===== src/rtl/piso_serializer.sv =====
// Parallel-in, serial-out serializer with valid/ready load handshake and done pulse.
// Optional even-parity bit appended after the data bits when PISO_PARITY_EN is defined.
module piso_serializer #(
  parameter int WIDTH     = 4,
  parameter bit MSB_FIRST = 1'b1
) (
  input  logic             clk,
  input  logic             clear_n,
  input  logic [WIDTH-1:0] din,
  input  logic             load_valid,
  output logic             load_ready,
  output logic             so,
  output logic             so_valid,
  output logic             busy,
  output logic             done
);

`ifdef PISO_PARITY_EN
  localparam int FRAME_LEN = WIDTH + 1;
`else
  localparam int FRAME_LEN = WIDTH;
`endif
  localparam int CW = $clog2(FRAME_LEN + 1);

  typedef enum logic {
    IDLE  = 1'b0,
    SHIFT = 1'b1
  } state_t;

  state_t           state_reg, state_next;
  logic [CW-1:0]    cnt_reg, cnt_next;
  logic [WIDTH-1:0] sr_reg, sr_next;
  logic             so_reg, so_next;
  logic             so_valid_reg, so_valid_next;
  logic             done_reg, done_next;
`ifdef PISO_PARITY_EN
  logic             par_reg, par_next;
`endif

  // Reorder the word so the first bit to send always sits at the top index.
  logic [WIDTH-1:0] ord;
  genvar gi;
  generate
    for (gi = 0; gi < WIDTH; gi++) begin : g_ord
      if (MSB_FIRST) begin : g_msb
        assign ord[gi] = din[gi];
      end else begin : g_lsb
        assign ord[gi] = din[WIDTH-1-gi];
      end
    end
  endgenerate

  logic last_bit;
  logic accept;

  assign last_bit   = (state_reg == SHIFT) && (cnt_reg == CW'(FRAME_LEN - 1));
  assign load_ready = (state_reg == IDLE) || last_bit;
  assign accept     = load_valid && load_ready;

  always_ff @(posedge clk) begin
    if (!clear_n) begin
      state_reg    <= IDLE;
      cnt_reg      <= '0;
      sr_reg       <= '0;
      so_reg       <= 1'b0;
      so_valid_reg <= 1'b0;
      done_reg     <= 1'b0;
`ifdef PISO_PARITY_EN
      par_reg      <= 1'b0;
`endif
    end else begin
      state_reg    <= state_next;
      cnt_reg      <= cnt_next;
      sr_reg       <= sr_next;
      so_reg       <= so_next;
      so_valid_reg <= so_valid_next;
      done_reg     <= done_next;
`ifdef PISO_PARITY_EN
      par_reg      <= par_next;
`endif
    end
  end

  // so/so_valid/done are precomputed here so the registered outputs carry the
  // bit that corresponds to the counter value of the following cycle.
  always_comb begin
    state_next    = state_reg;
    cnt_next      = cnt_reg;
    sr_next       = sr_reg;
    so_next       = 1'b0;
    so_valid_next = 1'b0;
    done_next     = 1'b0;
`ifdef PISO_PARITY_EN
    par_next      = par_reg;
`endif
    if (accept) begin
      state_next    = SHIFT;
      cnt_next      = '0;
      sr_next       = {ord[WIDTH-2:0], 1'b0};
      so_next       = ord[WIDTH-1];
      so_valid_next = 1'b1;
`ifdef PISO_PARITY_EN
      par_next      = ^din;
`endif
    end else if (state_reg == SHIFT) begin
      if (last_bit) begin
        state_next = IDLE;
        cnt_next   = '0;
      end else begin
        cnt_next      = cnt_reg + CW'(1);
        sr_next       = {sr_reg[WIDTH-2:0], 1'b0};
        so_next       = sr_reg[WIDTH-1];
        so_valid_next = 1'b1;
        done_next     = (cnt_reg == CW'(FRAME_LEN - 2));
`ifdef PISO_PARITY_EN
        if (cnt_reg == CW'(WIDTH - 1)) begin
          so_next = par_reg;
        end
`endif
      end
    end
  end

  assign so       = so_reg;
  assign so_valid = so_valid_reg;
  assign done     = done_reg;
  assign busy     = (state_reg == SHIFT);

endmodule

===== config.mk =====
export PLATFORM = sky130hd
export DESIGN_NAME = piso_serializer
export DESIGN_NICKNAME = d
export VERILOG_FILES = /design/src/rtl/piso_serializer.sv
export SDC_FILE = /design/constraint.sdc
export NUM_CORES = 1
export LEC_CHECK = 0
export CORE_AREA = 2 2 39 41
export DETAILED_ROUTE_END_ITERATION = 7
export DIE_AREA = 0 0 41 43
export GPL_TIMING_DRIVEN = 0
export PLACE_DENSITY_LB_ADDON = 0.12
export SLEW_MARGIN = 20
export SYNTH_ARGS = -nofsm -noshare
export SYNTH_HDL_FRONTEND = slang
export SYNTH_SLANG_ARGS = --single-unit

===== constraint.sdc =====
create_clock -name clk -period 1.05 [get_ports clk]
set_clock_uncertainty 0.15 [all_clocks]
set_input_delay 0.21 -clock clk [delete_from_list [all_inputs] [get_ports clk]]
set_output_delay 0.21 -clock clk [all_outputs]
set_load 0.1 [all_outputs]

==> out/metrics.cfg <==
[status]
status=finished, violations left
violations=negative setup slack

[detailed_routing]
first_pass_iters=2
via_per_inst=4.62
wl_per_cell_um=12.0
drc=0
num_vias=379
drt-initial-drc-count=8
routed_wl_um=984
antenna_left=0

[floorplanning]
die-area_um2=1760
die_w_um=41
rows=14
core_area_um2=1380
start_util=0.310
ios=12
die_h_um=43

[global_routing]
grt_overflow=0
antenna_found_initial=0
first_global_vias=351
grt_first_pass_wirelength_um=1630
grt_max_degree=11
track_usage=0.144

[setup_path]
r2r_slack_ns=-0.25
cp.required_ns=0.69
r2r-start=cnt_reg[0]$_SDFFE_PP0P_
cp_slowest_cell=dfxtp_4
critPathCapture=load_ready
crit_path_start=cnt_reg[0]$_SDFFE_PP0P_
cp_max_fo=2
cpPeakStageDelay_ns=0.35
crit_chain=ha_4 -> nand2b_4 -> nand2_8 -> buf_12
arrival_ns=1.10
rr_worst_depth=6
critPathLaunchType=flip-flop
crit_type=reg -> out
end_kind=output pin
reg2reg_to=sr_reg[2]$_SDFFE_PN0P_

[clocking]
clk_pin_slew_worst_paths_ns=0.06
cts_buffer_depth=2
cts_root_buffer=clkbuf_4
htreeDepth=1
cts_sinks=9
holdBufCountCts=0
cts_buffers=3
cts_tree=yes
clk_latency_ns=0.26

[synth]
syn-num-nets=54
synth.yosys.seq_area_share=0.420
synth.distinct_cells=20
avgSynthCellArea_um2=9.54
synth_area_leaders=dfxtp_1 42%, mux2i_1 9.3%, ha_1 5.8%
syn_area_um2=429
post-synth-top-area-fraction=0.420
synth-seq-cells=9
synth_area_leader_cell=dfxtp_1
yosysWarnings=0
syn_inst=45

[placed_design]
gp_congestion=0.642
port_buffers=10
place_inst=71
dpl.hpwl_um=569

[timing]
layout_setup_ws_ns=-0.406
post-route-period-util=1.39
rsz0062_at_grt=yes
hold_viol=0
tightestPinTransition_ns=0.167
setup_viol=14
layout_min_cycle_time_ns=1.46
maxSlewViolCount=0
relSlewSlack=0.886
timing.fmax_mhz=687

[pwr]
p_leak_nw=0.320
ir_drop_v=0.000868
fin_total_pwr_mw=0.915
powerDensity_nw_per_um2=1200

[layout]
final_nets=76
diodes=0
syn_to_final_growth_pct=78.4
drive_gt1_frac=0.530
fin_cells=82

[run]
maxCapViolations=0

[worst_hold_path]
hold_path.class=in -> reg

[per-stage QoR]
stage,hold slack [ns],setup TNS [ns],utilization,setup slack (ns),instance area [um2]
after floorplan,0.219,-1.95,-,-0.274,467
after global placement,0.290,-6.40,0.424,-1.21,587
after detailed placement,0.295,-6.54,0.424,-1.21,587
after CTS,0.0733,-2.11,0.519,-0.412,718
after global routing,0.0760,-3.12,0.553,-0.442,766
final,0.0769,-2.55,0.553,-0.406,766
[cell families after synthesis]
| kind of cell | count (synthesis) | share of synthesized area |
|---|---|---|
| fa+ha+maj | 2 | 0.0583 |
| simple gates | 17 | 0.236 |
| buf+inv | 5 | 0.0758 |
| compound gates | 7 | 0.0816 |
| flops | 9 | 0.420 |
| mux | 5 | 0.128 |
[cell type report]
cell class                      count  area [um2]
Fill cell                         123         618
Multi-Input combinational cell     31         274
Timing Repair Buffer               17         210
Sequential cell                     9         193
Buffer                              4        38.8
Clock buffer                        4        26.3
Tap cell                           16        20.0
Inverter                            1        3.75
[synth_stat cells]
library cell and number:
buf_4 1, nand2b_1 4, nand2_2 1, inv_1 1, buf_2 2, a21oi_1 4, mux2i_1 4, nor3_1 1
nand3_1 1, nand4bb_1 1, buf_6 1, nand2_1 4, mux2_4 1, nand2b_2 1, o21ai_1 1, and3_1 2
dfxtp_1 9, o21ai_0 2, nor2b_1 2, ha_1 2
[metal layers]
layer	global-route usage	vias to the layer above	wire length (um)	share of wire
met5	0	-	0	0
li1	-	193	-	-
met3	0.0838	0	59	0.060
met2	0.203	13	463	0.47
met4	0.0400	0	0	0
met1	0.181	173	460	0.47
[cells in the final DEF, fill, tap and decap left out, drive strengths merged, types with 2 or more instances in the layout]
| master | count |
|---|---|
| nand2b | 5 |
| a21oi | 4 |
| dfxtp | 9 |
| buf | 16 |
| o21ai | 3 |
| ha | 2 |
| clkdlybuf4s50 | 5 |
| nor2b | 2 |
| nand2 | 5 |
| and3 | 2 |
| clkbuf | 4 |
| mux2i | 4 |
[report_power, final]
group	internal, mW	switching, mW
combinational	0.125	0.145
clock	0.147	0.125
sequential	0.359	0.0142
[critical path: cells and delay by family (launching register included)]
kind / cells / cell delay, ns
and+or+nand+nor: 2 / 0.15
adders and majority gates: 1 / 0.17
DFF: 1 / 0.35
buffers and inverters: 1 / 0.16
[worst min path at each step]
| stage | from | to | slack, ns | cells past startpoint |
|---|---|---|---|---|
| 3_3_place_gp | sr_reg[3]$_SDFFE_PN0P_ | so$_SDFF_PN0_ | 0.29 | 2 |
| 5_1_grt | load_valid | so$_SDFF_PN0_ | 0.08 | 3 |
| 2_1_floorplan | din[3] | so$_SDFF_PN0_ | 0.22 | 2 |
| 6_report | load_valid | so$_SDFF_PN0_ | 0.08 | 3 |
| 4_1_cts | load_valid | so$_SDFF_PN0_ | 0.07 | 3 |
| 3_5_place_dp | sr_reg[3]$_SDFFE_PN0P_ | so$_SDFF_PN0_ | 0.29 | 2 |
[what timing repair did]
item | CTS | global route
endpoints found under the setup margin | 14 | 14
pin swaps | 4 | 2
resized for setup | 53 | 7
setup buffers | 4 | 3
(Power assumes the default switching activity.)
==> RTL edit 1 (same flow settings) <==
Add a define of `PISO_PARITY_EN`.
--- a/src/rtl/piso_serializer.sv
+++ b/src/rtl/piso_serializer.sv
@@ -1,5 +1,7 @@
 // Parallel-in, serial-out serializer with valid/ready load handshake and done pulse.
 // Optional even-parity bit appended after the data bits when PISO_PARITY_EN is defined.
+`define PISO_PARITY_EN
+
 module piso_serializer #(
   parameter int WIDTH     = 4,
   parameter bit MSB_FIRST = 1'b1
Function: changed (Yosys sat finds a counterexample within 10 cycles, from zero or initial values).
==> RTL edit 1 against the original RTL <==
The flow still finishes with violations (negative setup slack); via count up 7.4%; cell count up 6.1%; synthesized area up 15%; final area up 15%; sequential cell count up 1; worst setup slack worse by 0.20 ns; global-route usage up 1.3 points; synthesized cell count up 8.9%; wire length up 12%; power up 21%; critical endpoint unchanged.
==> RTL edit 1: results (changes against the original RTL) <==
dpl-instance-area_um2: 634  # was 587 um^2
detail_route.wl_per_cell_um: 12.6  # was 12.0 um
dp_hpwl_um: 687  # was 569 um
initial_antenna_violation_count: 0  # unchanged
yosys_warnings: 0  # unchanged
clk_pin_slew_ns: 0.07
status: "complete, but fails checks"  # unchanged
netlist_top_cells_area: "dfxtp_1 40%, mux2i_1 8.1%, ha_1 7.6%"  # was dfxtp_1 42%, mux2i_1 9.3%, ha_1 5.8%
timing.final.ws_setup_ns: -0.608  # was -0.406 ns
violations: "negative setup slack"  # unchanged
detailed_route_wirelength_on_metal2_um: 553  # was 463 um
globalRouteMet2Util_pct: 24.7  # was 20.3%
multi_input_gate_area_in_the_final_layout_um2: 318  # was 274 um^2
timing.critical_path.arrival_ns: 1.30  # was 1.10 ns
fin_tns_setup_ns: -5.63  # was -2.55 ns
timing.hold.worst.class: "input pin to register"  # unchanged
dr.max_layer_used: "met4"  # was met3
globalRouteMet1Util_pct: 18.0  # was 18.1%
detailroute.wirelength.met3_um: 42  # was 59 um
io_buffers: 10  # unchanged
placed_cells_incl_taps: 75  # was 71
layout.filler_cells: 114  # was 123
synth_xor_area_share_pct: 5.30  # was 0%
pin_count_of_the_biggest_net_entering_global_routing: 11  # unchanged
vias_per_cell: 4.68  # was 4.62
netlist-cell-type-count: 23  # was 20
postSynth.asyncResetShare_pct: 0  # unchanged
post_synth_mux_area_share_pct: 10.4  # was 12.8%
groute.usage.overall_pct: 15.6  # was 14.4%
cts-root-buf: "clkbuf_4"  # unchanged
hold_viol: 0  # unchanged
drive_gt1_share_pct: 56.3  # was 53.0%
worst-path-max-fanout: 2  # unchanged
grt_use_met3_pct: 3.14  # was 8.38%
h-tree-depth: 1  # unchanged
syn_area_per_cell_um2: 10.1  # was 9.54 um^2
seq_area_frac_synth_pct: 40.4  # was 42.0%
count_of_routing_violations_after_the_opening_detailed_route_iteration: 1  # was 8
cts_made_buffers: 3  # unchanged
timing.critical_path.from: "cnt_reg[0]"  # unchanged
synth_commonest_cells: "10 x dfxtp_1, 5 x inv_1, 4 x mux2i_1"  # was 9 x dfxtp_1, 4 x a21oi_1, 4 x mux2i_1, 4 x nand2_1, 4 x nand2b_1
start_point_of_the_worst_hold_path: "load_valid"  # unchanged
static-leakage-power_nw: 0.350  # was 0.320 nW
finish.cell_count_without_fillers: 87  # was 82
gp_congestion: 0.653  # was 0.642
cts.path.max_buffers: 2  # unchanged
worst_ir_drop_vdd_mv: 0.709  # was 0.868 mV
first_pass_grt_wire_length_um: 1770  # was 1630 um
detailed_routing_iteration_count_for_the_pre_antenna_repair_pass: 2  # unchanged
finalSetupViolCount: 15  # was 14
synth_fa_ha_area_share_pct: 7.58  # was 5.83%
first_global_vias: 413  # was 351
clock_latency_on_the_worst_skew_pair_ns: 0.27
fraction_of_the_mapped_netlist_area_in_compound_gates_pct: 17.7  # was 8.16%
pre_cts_ws_ns: -1.29  # was -1.21 ns
design.final.nets: 82  # was 76
synth_fp_nets: 59  # was 54
route.layer.met1.wl_um: 480  # was 460 um
max_slew_margin_pct: 81.2  # was 88.6%
-- RTL edit 1: layout make-up --
type / instances / area share [%]
sequential: 10 / 23.8
clock buffer: 4 / 4.13
tap: 16 / 2.28
multi-input combinational: 31 / 36.2
timing repair buffer: 18 / 27.4
buffer: 3 / 4.13
inverter: 5 / 2.14
-- RTL edit 1: power breakdown --
group,switching [mW],internal [mW]
clock,0.143,0.211
combinational,0.167,0.165
sequential,0.0198,0.402
-- RTL edit 1: worst paths after layout --
path | slack, ns | end | cells past startpoint
max reg2reg | -0.56 | par_reg | 7
max | -0.61 | load_ready | 5
min | 0.14 | so_valid | 3
min reg2reg | 0.37 | sr_reg[2] | 2
-- RTL edit 1: timing repair --
item,in CTS,in global routing
cloned,0,1
pin swaps,5,5
resized for setup,62,5
setup buffers,7,1
endpoints found under the setup margin,15,15
-- RTL edit 1: critical path, cell delays in order, from the launching register on --
cell and delay, ns:
dfxtp_2 0.34, inv_2 0.05, ha_4 0.15, a21bo_4 0.22, buf_12 0.12, buf_12 0.15
==> RTL edit 2 (config.mk and constraints unchanged) <==
Made on the original files. Set the parameter `WIDTH` to 2 (it was 4).
--- a/src/rtl/piso_serializer.sv
+++ b/src/rtl/piso_serializer.sv
@@ -1,7 +1,7 @@
 // Parallel-in, serial-out serializer with valid/ready load handshake and done pulse.
 // Optional even-parity bit appended after the data bits when PISO_PARITY_EN is defined.
 module piso_serializer #(
-  parameter int WIDTH     = 4,
+  parameter int WIDTH     = 2,
   parameter bit MSB_FIRST = 1'b1
 ) (
   input  logic             clk,
Ports: changed (resized din); port bits go from 12 to 10. No check against the original RTL was run, so the function may have changed too.
==> RTL edit 2 against the original RTL <==
The flow still finishes with violations (negative setup slack); wire length decreased by 45%; sequential cell count shrank 3; utilization is 19 points lower; final area down 34%; cell count down 30%; power decreased by 21%; worst setup slack better by 0.13 ns; synthesized area is 46% lower.
==> RTL edit 2: results (changes against the original RTL) <==
p_sw_share_pct: 31.9  # was 31.1%
finalSetupViolCount: 11  # was 14
layout.filler_cells: 139  # was 123
clock_area_share_pct: 5.24  # was 3.43%
timing.final.ws_setup_ns: -0.272  # was -0.406 ns
dp_hpwl_um: 391  # was 569 um
violations: "negative setup slack"  # unchanged
detail_route.wl_per_cell_um: 9.58  # was 12.0 um
grt_use_met3_pct: 1.57  # was 8.38%
count_of_routing_violations_after_the_opening_detailed_route_iteration: 2  # was 8
worst_path_largest_cell_delay_ns: 0.33  # was 0.35 ns
groute.usage.overall_pct: 7.94  # was 14.4%
inv_count: 2  # was 1
finish.cell_count_without_fillers: 57  # was 82
first_pass_grt_wire_length_um: 855  # was 1630 um
status: "complete, but fails checks"  # unchanged
io_buffers: 9  # was 10
pin_count_of_the_biggest_net_entering_global_routing: 8  # was 11
ff_latch_area_um2: 129  # was 193 um^2
first_global_vias: 222  # was 351
dpl-instance-area_um2: 357  # was 587 um^2
gp_congestion: 0.607  # was 0.642
dr.max_layer_used: "met4"  # was met3
detailed_routing_iteration_count_for_the_pre_antenna_repair_pass: 4  # was 2
cts.sink_count: 6  # was 9
p_switching_uw: 232  # was 284 uW
design.final.nets: 47  # was 76
post_synth_mux_area_share_pct: 9.14  # was 12.8%
placed_cells_incl_taps: 47  # was 71
detailroute.wirelength.met3_um: 31  # was 59 um
multi_input_comb_cells: 13  # was 31
multi_input_gate_area_in_the_final_layout_um2: 113  # was 274 um^2
vias_per_cell: 3.84  # was 4.62
clk-power_uw: 230  # was 272 uW
combinational_group_share_of_total_power_pct: 33.4  # was 29.5%
[RTL edit 2: what timing repair did]
item	in CTS	in global routing
pin swaps	2	0
hold buffers	0	0
resized for setup	49	5
buffers inserted	4	2
endpoints found under the setup margin	6	10
[RTL edit 2: path summary, 6_finish.rpt]
| check | startpoint | end | slack, ns | cells past startpoint |
|---|---|---|---|---|
| setup / recovery | cnt_reg[0] | load_ready | -0.27 | 3 |
| hold / removal | load_valid | so_valid | 0.27 | 3 |
| setup reg to reg | so_valid | cnt_reg[1] | -0.13 | 4 |
| hold reg to reg | sr_reg[1] | so | 0.30 | 2 |
[RTL edit 2: cells by family after synthesis]
group,Yosys count
DFF,6
AOI/OAI and AO/OA,4
and+or+nand+nor,7
buffers and inverters,3
muxes,2
[RTL edit 2: worst reg2reg max path, stage by stage (launching register included)]
cell	delay (ns)
dfxtp_4	0.37
buf_6	0.12
buf_6	0.11
nor2b_4	0.12
o211a_1	0.21
